**src/rtl/fpu_sub_ctrl.sv**
```systemverilog
// fpu_sub_ctrl: sequences one double-precision add/sub operation at a time
// through a multi-cycle subtract pipeline on behalf of two requesters.
//
// Compile-time option:
//   FPU_SUB_CTRL_RR_ARB_EN  defined   -> round-robin arbitration between requesters
//                           undefined -> fixed priority, requester 0 wins
//
// state | meaning
// ------+---------------------------------------------------------------
// IDLE  | waiting for a request; req_ready strobes the winner this cycle
// RUN   | pipeline enabled with latched operands for LATENCY cycles
// CAPT  | pipeline disabled, its results are copied into the rsp_* regs
// RESP  | rsp_valid held until rsp_ready completes the handshake
//
// Timing (grant cycle = cycle 0):
//   cycles 1..LATENCY    RUN, sub_enable=1
//   cycle  LATENCY+1     CAPT
//   cycle  LATENCY+2     RESP, first rsp_valid cycle
// With rsp_ready high the next grant can land at cycle LATENCY+3.

module fpu_sub_ctrl #(
  // Enabled pipeline edges per operation; legal range 1..63.
  parameter int unsigned LATENCY = 13
) (
  input  logic        clk,
  input  logic        rst,

  input  logic [1:0]  req_valid,
  output logic [1:0]  req_ready,
  input  logic [63:0] req0_opa,
  input  logic [63:0] req0_opb,
  input  logic [63:0] req1_opa,
  input  logic [63:0] req1_opb,
  input  logic [2:0]  req0_op,
  input  logic [2:0]  req1_op,

  output logic        sub_enable,
  output logic [63:0] sub_opa,
  output logic [63:0] sub_opb,
  output logic [2:0]  sub_fpu_op,
  input  logic        sub_sign,
  input  logic [55:0] sub_diff_2,
  input  logic [10:0] sub_exponent_2,
  input  logic        sub_shift_inexact,

  output logic        rsp_valid,
  input  logic        rsp_ready,
  output logic        rsp_id,
  output logic        rsp_sign,
  output logic [55:0] rsp_diff,
  output logic [10:0] rsp_exponent,
  output logic        rsp_inexact
);

  typedef enum logic [1:0] {
    IDLE = 2'd0,
    RUN  = 2'd1,
    CAPT = 2'd2,
    RESP = 2'd3
  } state_t;

  localparam logic [5:0] CNT_LAST = 6'(LATENCY - 1);

  state_t      state_q;
  logic [5:0]  cnt_q;
  logic        id_q;

  logic        sub_enable_q;
  logic [63:0] sub_opa_q;
  logic [63:0] sub_opb_q;
  logic [2:0]  sub_fpu_op_q;

  logic        rsp_valid_q;
  logic        rsp_id_q;
  logic        rsp_sign_q;
  logic [55:0] rsp_diff_q;
  logic [10:0] rsp_exponent_q;
  logic        rsp_inexact_q;

  logic [1:0]  grant_d;
  logic        grant_id;
  logic        accept;

`ifdef FPU_SUB_CTRL_RR_ARB_EN
  // Preferred requester when both are valid; flips to the loser after each grant.
  logic rr_ptr_q;

  // Round-robin pick: the pointer breaks ties, a lone requester always wins.
  always_comb begin
    grant_d = 2'b00;
    if (req_valid == 2'b11) begin
      grant_d = rr_ptr_q ? 2'b10 : 2'b01;
    end else begin
      grant_d = req_valid;
    end
  end

  // Move the pointer away from whichever requester was just accepted.
  always_ff @(posedge clk) begin
    if (rst) begin
      rr_ptr_q <= 1'b0;
    end else if (accept) begin
      rr_ptr_q <= ~grant_id;
    end
  end
`else
  // Fixed priority pick: requester 0 wins whenever it is valid.
  always_comb begin
    grant_d = 2'b00;
    if (req_valid[0]) begin
      grant_d = 2'b01;
    end else if (req_valid[1]) begin
      grant_d = 2'b10;
    end
  end
`endif

  assign grant_id = grant_d[1];

  // The accept strobe is decoded from the registered state so the grant
  // lands in the IDLE cycle itself; reset blanks it while rst is high.
  assign req_ready = (state_q == IDLE && !rst) ? grant_d : 2'b00;
  assign accept    = |req_ready;

  // Main controller: state, run counter and every registered output.
  always_ff @(posedge clk) begin
    if (rst) begin
      state_q        <= IDLE;
      cnt_q          <= 6'd0;
      id_q           <= 1'b0;
      sub_enable_q   <= 1'b0;
      sub_opa_q      <= 64'd0;
      sub_opb_q      <= 64'd0;
      sub_fpu_op_q   <= 3'd0;
      rsp_valid_q    <= 1'b0;
      rsp_id_q       <= 1'b0;
      rsp_sign_q     <= 1'b0;
      rsp_diff_q     <= 56'd0;
      rsp_exponent_q <= 11'd0;
      rsp_inexact_q  <= 1'b0;
    end else begin
      unique case (state_q)
        IDLE: begin
          if (accept) begin
            sub_opa_q    <= grant_id ? req1_opa : req0_opa;
            sub_opb_q    <= grant_id ? req1_opb : req0_opb;
            sub_fpu_op_q <= grant_id ? req1_op  : req0_op;
            id_q         <= grant_id;
            cnt_q        <= 6'd0;
            sub_enable_q <= 1'b1;
            state_q      <= RUN;
          end
        end
        RUN: begin
          // Operands stay frozen; only the counter moves.
          if (cnt_q == CNT_LAST) begin
            sub_enable_q <= 1'b0;
            state_q      <= CAPT;
          end else begin
            cnt_q <= cnt_q + 6'd1;
          end
        end
        CAPT: begin
          rsp_id_q       <= id_q;
          rsp_sign_q     <= sub_sign;
          rsp_diff_q     <= sub_diff_2;
          rsp_exponent_q <= sub_exponent_2;
          rsp_inexact_q  <= sub_shift_inexact;
          rsp_valid_q    <= 1'b1;
          state_q        <= RESP;
        end
        RESP: begin
          if (rsp_ready) begin
            rsp_valid_q <= 1'b0;
            state_q     <= IDLE;
          end
        end
        default: begin
          state_q <= IDLE;
        end
      endcase
    end
  end

  assign sub_enable   = sub_enable_q;
  assign sub_opa      = sub_opa_q;
  assign sub_opb      = sub_opb_q;
  assign sub_fpu_op   = sub_fpu_op_q;
  assign rsp_valid    = rsp_valid_q;
  assign rsp_id       = rsp_id_q;
  assign rsp_sign     = rsp_sign_q;
  assign rsp_diff     = rsp_diff_q;
  assign rsp_exponent = rsp_exponent_q;
  assign rsp_inexact  = rsp_inexact_q;

endmodule

```
**config.mk**
```make
export PLATFORM = sky130hd
export DESIGN_NAME = fpu_sub_ctrl
export DESIGN_NICKNAME = d
export VERILOG_FILES = /design/src/rtl/fpu_sub_ctrl.sv
export SDC_FILE = /design/constraint.sdc
export NUM_CORES = 1
export LEC_CHECK = 0
export ABC_AREA = 1
export CORE_AREA = 2 2 210 212
export CTS_CLUSTER_DIAMETER = 120
export DETAILED_ROUTE_END_ITERATION = 10
export DIE_AREA = 0 0 212 214
export PLACE_DENSITY_LB_ADDON = 0.08
export SLEW_MARGIN = 20
export SYNTH_ARGS = -nofsm -noshare
export SYNTH_HDL_FRONTEND = slang
export SYNTH_SLANG_ARGS = --single-unit
```
**constraint.sdc**
```tcl
create_clock -name clk -period 1.6 [get_ports clk]
set_input_delay 0.32 -clock clk [delete_from_list [all_inputs] [get_ports clk]]
set_output_delay 0.32 -clock clk [all_outputs]
set_load 0.01 [all_outputs]
```
# Word-level counts from Yosys, hierarchy flattened

Cells that the tools add are included.

$add $sub $neg: 1
Muxes and demuxes: 18
Reduce and logical (&&, ||, !) cells: 11
Eq/ne operators: 8

Operator list:

| cell                                                | count |
|---|---|
| two-way mux 64 bit                                  | 2 |
| two-way mux 2 bit                                   | 6 |
| two-way mux 6 bit                                   | 2 |
| case mux 6 bit (2 select lines)                     | 1 |
| AND reduction 3 bit                                 | 3 |
| != test 2 bit, second input constant                | 4 |
| case mux 2 bit (4 select lines)                     | 1 |
| adder 6 x 1 -> 6 bit, second input constant         | 1 |
| equality test 6 x 4 -> 1 bit, second input constant | 1 |
| equality test 2 bit, second input constant          | 2 |
| case mux 1 bit (2 select lines)                     | 2 |
| AND reduction 2 bit                                 | 2 |
| nonzero test 2 bit                                  | 2 |
| two-way mux 1 bit                                   | 3 |
| two-way mux 3 bit                                   | 1 |
| equality test 2 x 1 -> 1 bit, second input constant | 1 |
| zero test 2 bit                                     | 1 |
| OR reduction 2 bit                                  | 1 |
| logical AND 1 bit                                   | 1 |
| zero test 1 bit                                     | 1 |

Word-level logic and storage cells: 51
Input bits: 336
Output and inout port bits: 205
Bits in registers: 212

# Depth between registers and ports, before layout

Gate-level depths: netlist of run 1.

Word-level depth: 6
Gate-level depth with buffers: 11
Gate-level depth less buffers: 11

# Worst setup path before layout of run 1

OpenSTA, ideal clock, no wires.

Path kind: register -> register
Start: reg state_q[0]
End: reg sub_opa_q[0] (netlist: sub_opa[0])
Data arrival time: 1.387 ns
Cell stages (with the launch flop): 9
Period minus slack after synthesis: 1.512 ns
Buffers on the path: 3
Path slack: 0.088 ns
Setup time: 0.125 ns
Required time: 1.475 ns
Cell sequence: dfxtp_1 -> inv_1 -> ha_1 -> nand2_1 -> a21oi_2 -> buf_4 -> buf_6 -> buf_2 -> a31oi_1

Longest elaborated chain between the ends: 5

RTL lines:

| what                                     | RTL line | RTL |
|---|---|---|
| start: declaration                       | 64       | `state_t state_q;` |
| start signal: assignment                 | 128      | `state_q <= IDLE;` |
| start signal: assignment                 | 151      | `state_q <= RUN;` |
| start signal: assignment                 | 158      | `state_q <= CAPT;` |
| zero test 2 bit (*)                      | 122, 142 |  |
| logical AND 1 bit                        | 122      | `assign req_ready = (state_q == IDLE && !rst) ? grant_d : 2'b00;` |
| two-way mux 2 bit                        | 122      |  |
| OR reduction 2 bit                       | 123      | `assign accept = \|req_ready;` |
| AND reduction 2 bit (no source line) (*) | --       |  |
| end signal: assignment                   | 145      | `sub_opa_q <= grant_id ? req1_opa : req0_opa;` |
| end: declaration                         | 69       | `logic [63:0] sub_opa_q;` |

Every way passes the cells marked *; elsewhere a longest branch is shown, timed or not.
A chain may end at the register's enable or synchronous reset.

# Final worst setup path of run 1

Start: reg state_q[1]
End: reg sub_opb_q[58] (netlist: sub_opb[58])

Longest elaborated chain between the ends: 5

RTL lines:

| what                                     | RTL line | RTL |
|---|---|---|
| zero test 2 bit (*)                      | 122, 142 |  |
| logical AND 1 bit                        | 122      |  |
| two-way mux 2 bit                        | 122      |  |
| OR reduction 2 bit                       | 123      |  |
| AND reduction 2 bit (no source line) (*) | --       |  |
| end signal: assignment                   | 146      | `sub_opb_q <= grant_id ? req1_opb : req0_opb;` |
| end: declaration                         | 70       | `logic [63:0] sub_opb_q;` |

Marked as above.

==> metrics.csv, run 1 <==
metric,value,unit
status,"finished, violations left",
failing checks,setup timing,
R2R depth,11,
"Req. time, crit path",2.08,ns
Crit-path slowest cell,dfxtp_2,
Synth top area share,48.6,%
worst setup path class,flip-flop to flip-flop,
post-synthesis register bit count,212,
I/O Pins,541,
dpl ws,-0.435,ns
clk slew on worst S/H paths,0.06,ns
Final #Nets,2063,
root buf cell,clkbuf_16,
Initial Util,20.4,%
crit path max fanout,6,
Rows,76,
antenna-violating nets left,0,
crit end category,flip-flop,
Num CTS Buffers,28,
Max Root-Sink Buffers,3,
via-per-instance ratio,4.57,
Remaining DRCs,0,
H-tree Lvls,1,
Hold Path Class,input pin to flip-flop,
largest area contributor in the netlist,dfxtp_1,
TritonCTS clock tree,built,
gpl congestion,0.784,
Tot Pwr,25000,µW
FMAX,0.583,GHz
initial antenna violation count,8,
Syn. warnings,0,
PortBufs,540,
Worst Setup Start Kind,flip-flop,
cell family with most CP delay,buffers and inverters,
hold depth,4,
Period minus WS final,1.71,ns
crit-path max cell delay,0.32,ns
synthesized instance count,1159,
Slew headroom,60.4,%
worst slew pin tran,0.595,ns
Syn Area/Cell,7.53,µm²
Global Route Usage Sum,19.6,%
"Clk Latency, worst-skew pair",0.55,ns
Leak Pwr,0.00747,µW
number of global-route vias before repair,10725,
wire per inst,20.0,µm
Detail Placement HPWL,31.2,mm
sequential share of the synthesized area,48.6,%
CORE AREA,0.0429,mm²
maximum VDD drop,0.736,mV
Final period util,107,%
final slew viol count,0,
initial DRC count,448,
Setup Skew,0.0174,ns
pwr dens,1450,mW/mm²
Stages on worst setup path,11,
largest net degree at the start of global routing,110,
share of layout cells above drive strength 1,12.4,%
synthesized area,0.00873,mm²
Pre-antenna DRT Iters,4,
first-pass GRT wire length,68.2,mm
crit path DAT,2.20,ns
final setup fails,119,
Synthesized Nets,1502,
RSZ-0062 raised after global routing,true,
Die Wd,212,µm
clk sink count,212,
max-cap viol count,0,
WL final,46.7,mm
worst setup margin,-0.114,ns
vias,10640,
area grow syn2layout,97.2,%
critical path cell sequence,"inv_2, ha_4, nand2_4, buf_6, a21oi_4, buf_6, buf_12, buf_12, buf_16, o21ai_2, a31oi_1",
global route total overflow,0,
Die Span Y,214,µm
Netlist cell types,22,
Buf/Inv on CP,6,
Hold Fails Final Rpt,0,
most area-consuming cells after synthesis,"dfxtp_1 (49%), o21ai_0 (9.4%), a31oi_1 (9.4%)",
overall die area,0.0454,mm²
-- worst reg2reg max path, delay by kind of cell, from the launching register on --
family	cells	cell delay (ns)
AO/OA/AOI/OAI	3	0.39
adder cells (fa/ha/maj)	1	0.16
buffers and inverters	6	0.73
flip-flops	1	0.32
AND/OR/NAND/NOR	1	0.07
-- cells by family after synthesis --
| group | count (synthesis) | synth area share, % |
|---|---|---|
| compound gates | 342 | 21.6 |
| buf+inv | 129 | 6.42 |
| fa+ha+maj | 7 | 1.00 |
| simple gates | 469 | 22.4 |
| flops | 212 | 48.6 |
-- final timing paths --
path / start / end / slack [ns]
setup / recovery: state_q[1] / sub_opb[58] / -0.11
setup reg to reg: state_q[1] / sub_opb[58] / -0.11
hold reg to reg: sub_enable / sub_enable / 0.46
hold / removal: req_valid[1] / id_q / 0.27
-- layout make-up --
type | count | area (µm²)
antenna | 5 | 12.5
clock buffer | 42 | 855
clock inverter | 8 | 118
fill | 4409 | 25700
inverter | 18 | 72.6
multi-input combinational | 818 | 4350
sequential | 212 | 4250
tap | 585 | 732
timing repair buffer | 642 | 6830
-- where the power goes --
part	internal (µW)	switching (µW)	leakage, µW	total, µW
registers	6700	675	0.00174	7370
logic	5570	5430	0.00525	11000
clock network	4140	2510	0.000479	6650
total	16400	8620	0.00747	25000
-- stage by stage --
stage	util [%]	std cells	TNS, ns	hold slack (ns)	instance area (µm²)
floorplan	-	1159	0	0.389	8730
detailed placement	35.1	2230	-64.00	0.459	15100
global route	40.1	2329	-20.28	0.270	17200
global placement	35.1	2230	-61.37	0.454	15100
CTS	39.4	2326	-13.29	0.200	16900
finish	40.1	2330	-7.26	0.274	17200
-- synthesized netlist by cell type, drive strengths merged --
| cell type | instances |
|---|---|
| a21oi | 5 |
| a31oi | 131 |
| buf | 37 |
| clkbuf | 74 |
| dfxtp | 212 |
| ha | 7 |
| inv | 18 |
| nand2 | 161 |
| nand3 | 142 |
| nand4 | 3 |
| nor2 | 161 |
| nor3 | 1 |
| nor3b | 1 |
| o21ai | 205 |
| o21bai | 1 |
-- per-layer routing --
layer | wire length (µm) | track usage (%) | vias up | part of all wire [%]
li1 | - | - | 5175 | -
met1 | 17900 | 22.2 | 4980 | 38
met2 | 22800 | 34.0 | 420 | 49
met3 | 5000 | 7.86 | 57 | 11
met4 | 944 | 5.35 | 8 | 2.0
met5 | 55 | 0 | - | 0.12
-- state kept, by name, indices dropped and copies added (netlist names) --
| register | count |
|---|---|
| sub_opa | 64 |
| sub_opb | 64 |
| rsp_diff | 56 |
| rsp_exponent | 11 |
| cnt_q | 6 |
| sub_fpu_op | 3 |
| state_q | 2 |
| id_q | 1 |
| rsp_id | 1 |
| rsp_inexact | 1 |
| rsp_sign | 1 |
| rsp_valid | 1 |
| sub_enable | 1 |
-- repair_timing --
item	4_1_cts	5_1_grt
setup endpoints to repair	341	147
hold buffers	0	0
buffers inserted	23	3
gates resized for setup	327	86
gates cloned	23	7
pin swaps	1	6
endpoints found under the hold margin	0	0
-- cells in the final DEF, fill, tap and decap left out, types with 2 or more instances in the layout --
master           netlist  routed
clkbuf_8               0       8
buf_6                  1      10
inv_2                  4       6
o21ai_4                0       2
a31oi_1              131     113
o21ai_1               41      79
a21oi_1                4       4
a31oi_4                0      17
nand2_1              159     155
buf_8                  0       7
inv_1                 14      10
diode_2                0       5
dfxtp_2                0       2
nand2_2                2       2
o21ai_2                0      21
bufinv_16              0       3
buf_12                 0      30
clkdlybuf4s50_1        0     334
o21ai_0              164     103
dlygate4sd2_1          0     190
inv_4                  0       2
nand4_1                3       3
clkbuf_16              0      35
dfxtp_1              212     210
nor2_1               161     158
nand3_1              142     142
nor2_2                 0       2
clkdlybuf4s15_1        0      10
nand2_4                0       4
clkinv_2               0       4
clkbuf_1              74       5
buf_16                 0      17
clkbuf_2               0       2
ha_1                   7       5
buf_4                 10      34
Note: power is estimated with default switching activity, not from simulation.
==> run 2: changes to the inputs <==
--- a/config.mk
+++ b/config.mk
@@ -6,6 +6,7 @@
 export NUM_CORES = 1
 export LEC_CHECK = 0
 export ABC_AREA = 1
+export CAP_MARGIN = 20
 export CORE_AREA = 2 2 210 212
 export CTS_CLUSTER_DIAMETER = 120
 export DETAILED_ROUTE_END_ITERATION = 10
==> results of run 2 <==
The final DEF is identical to that of run 1; final timing and power are the same.
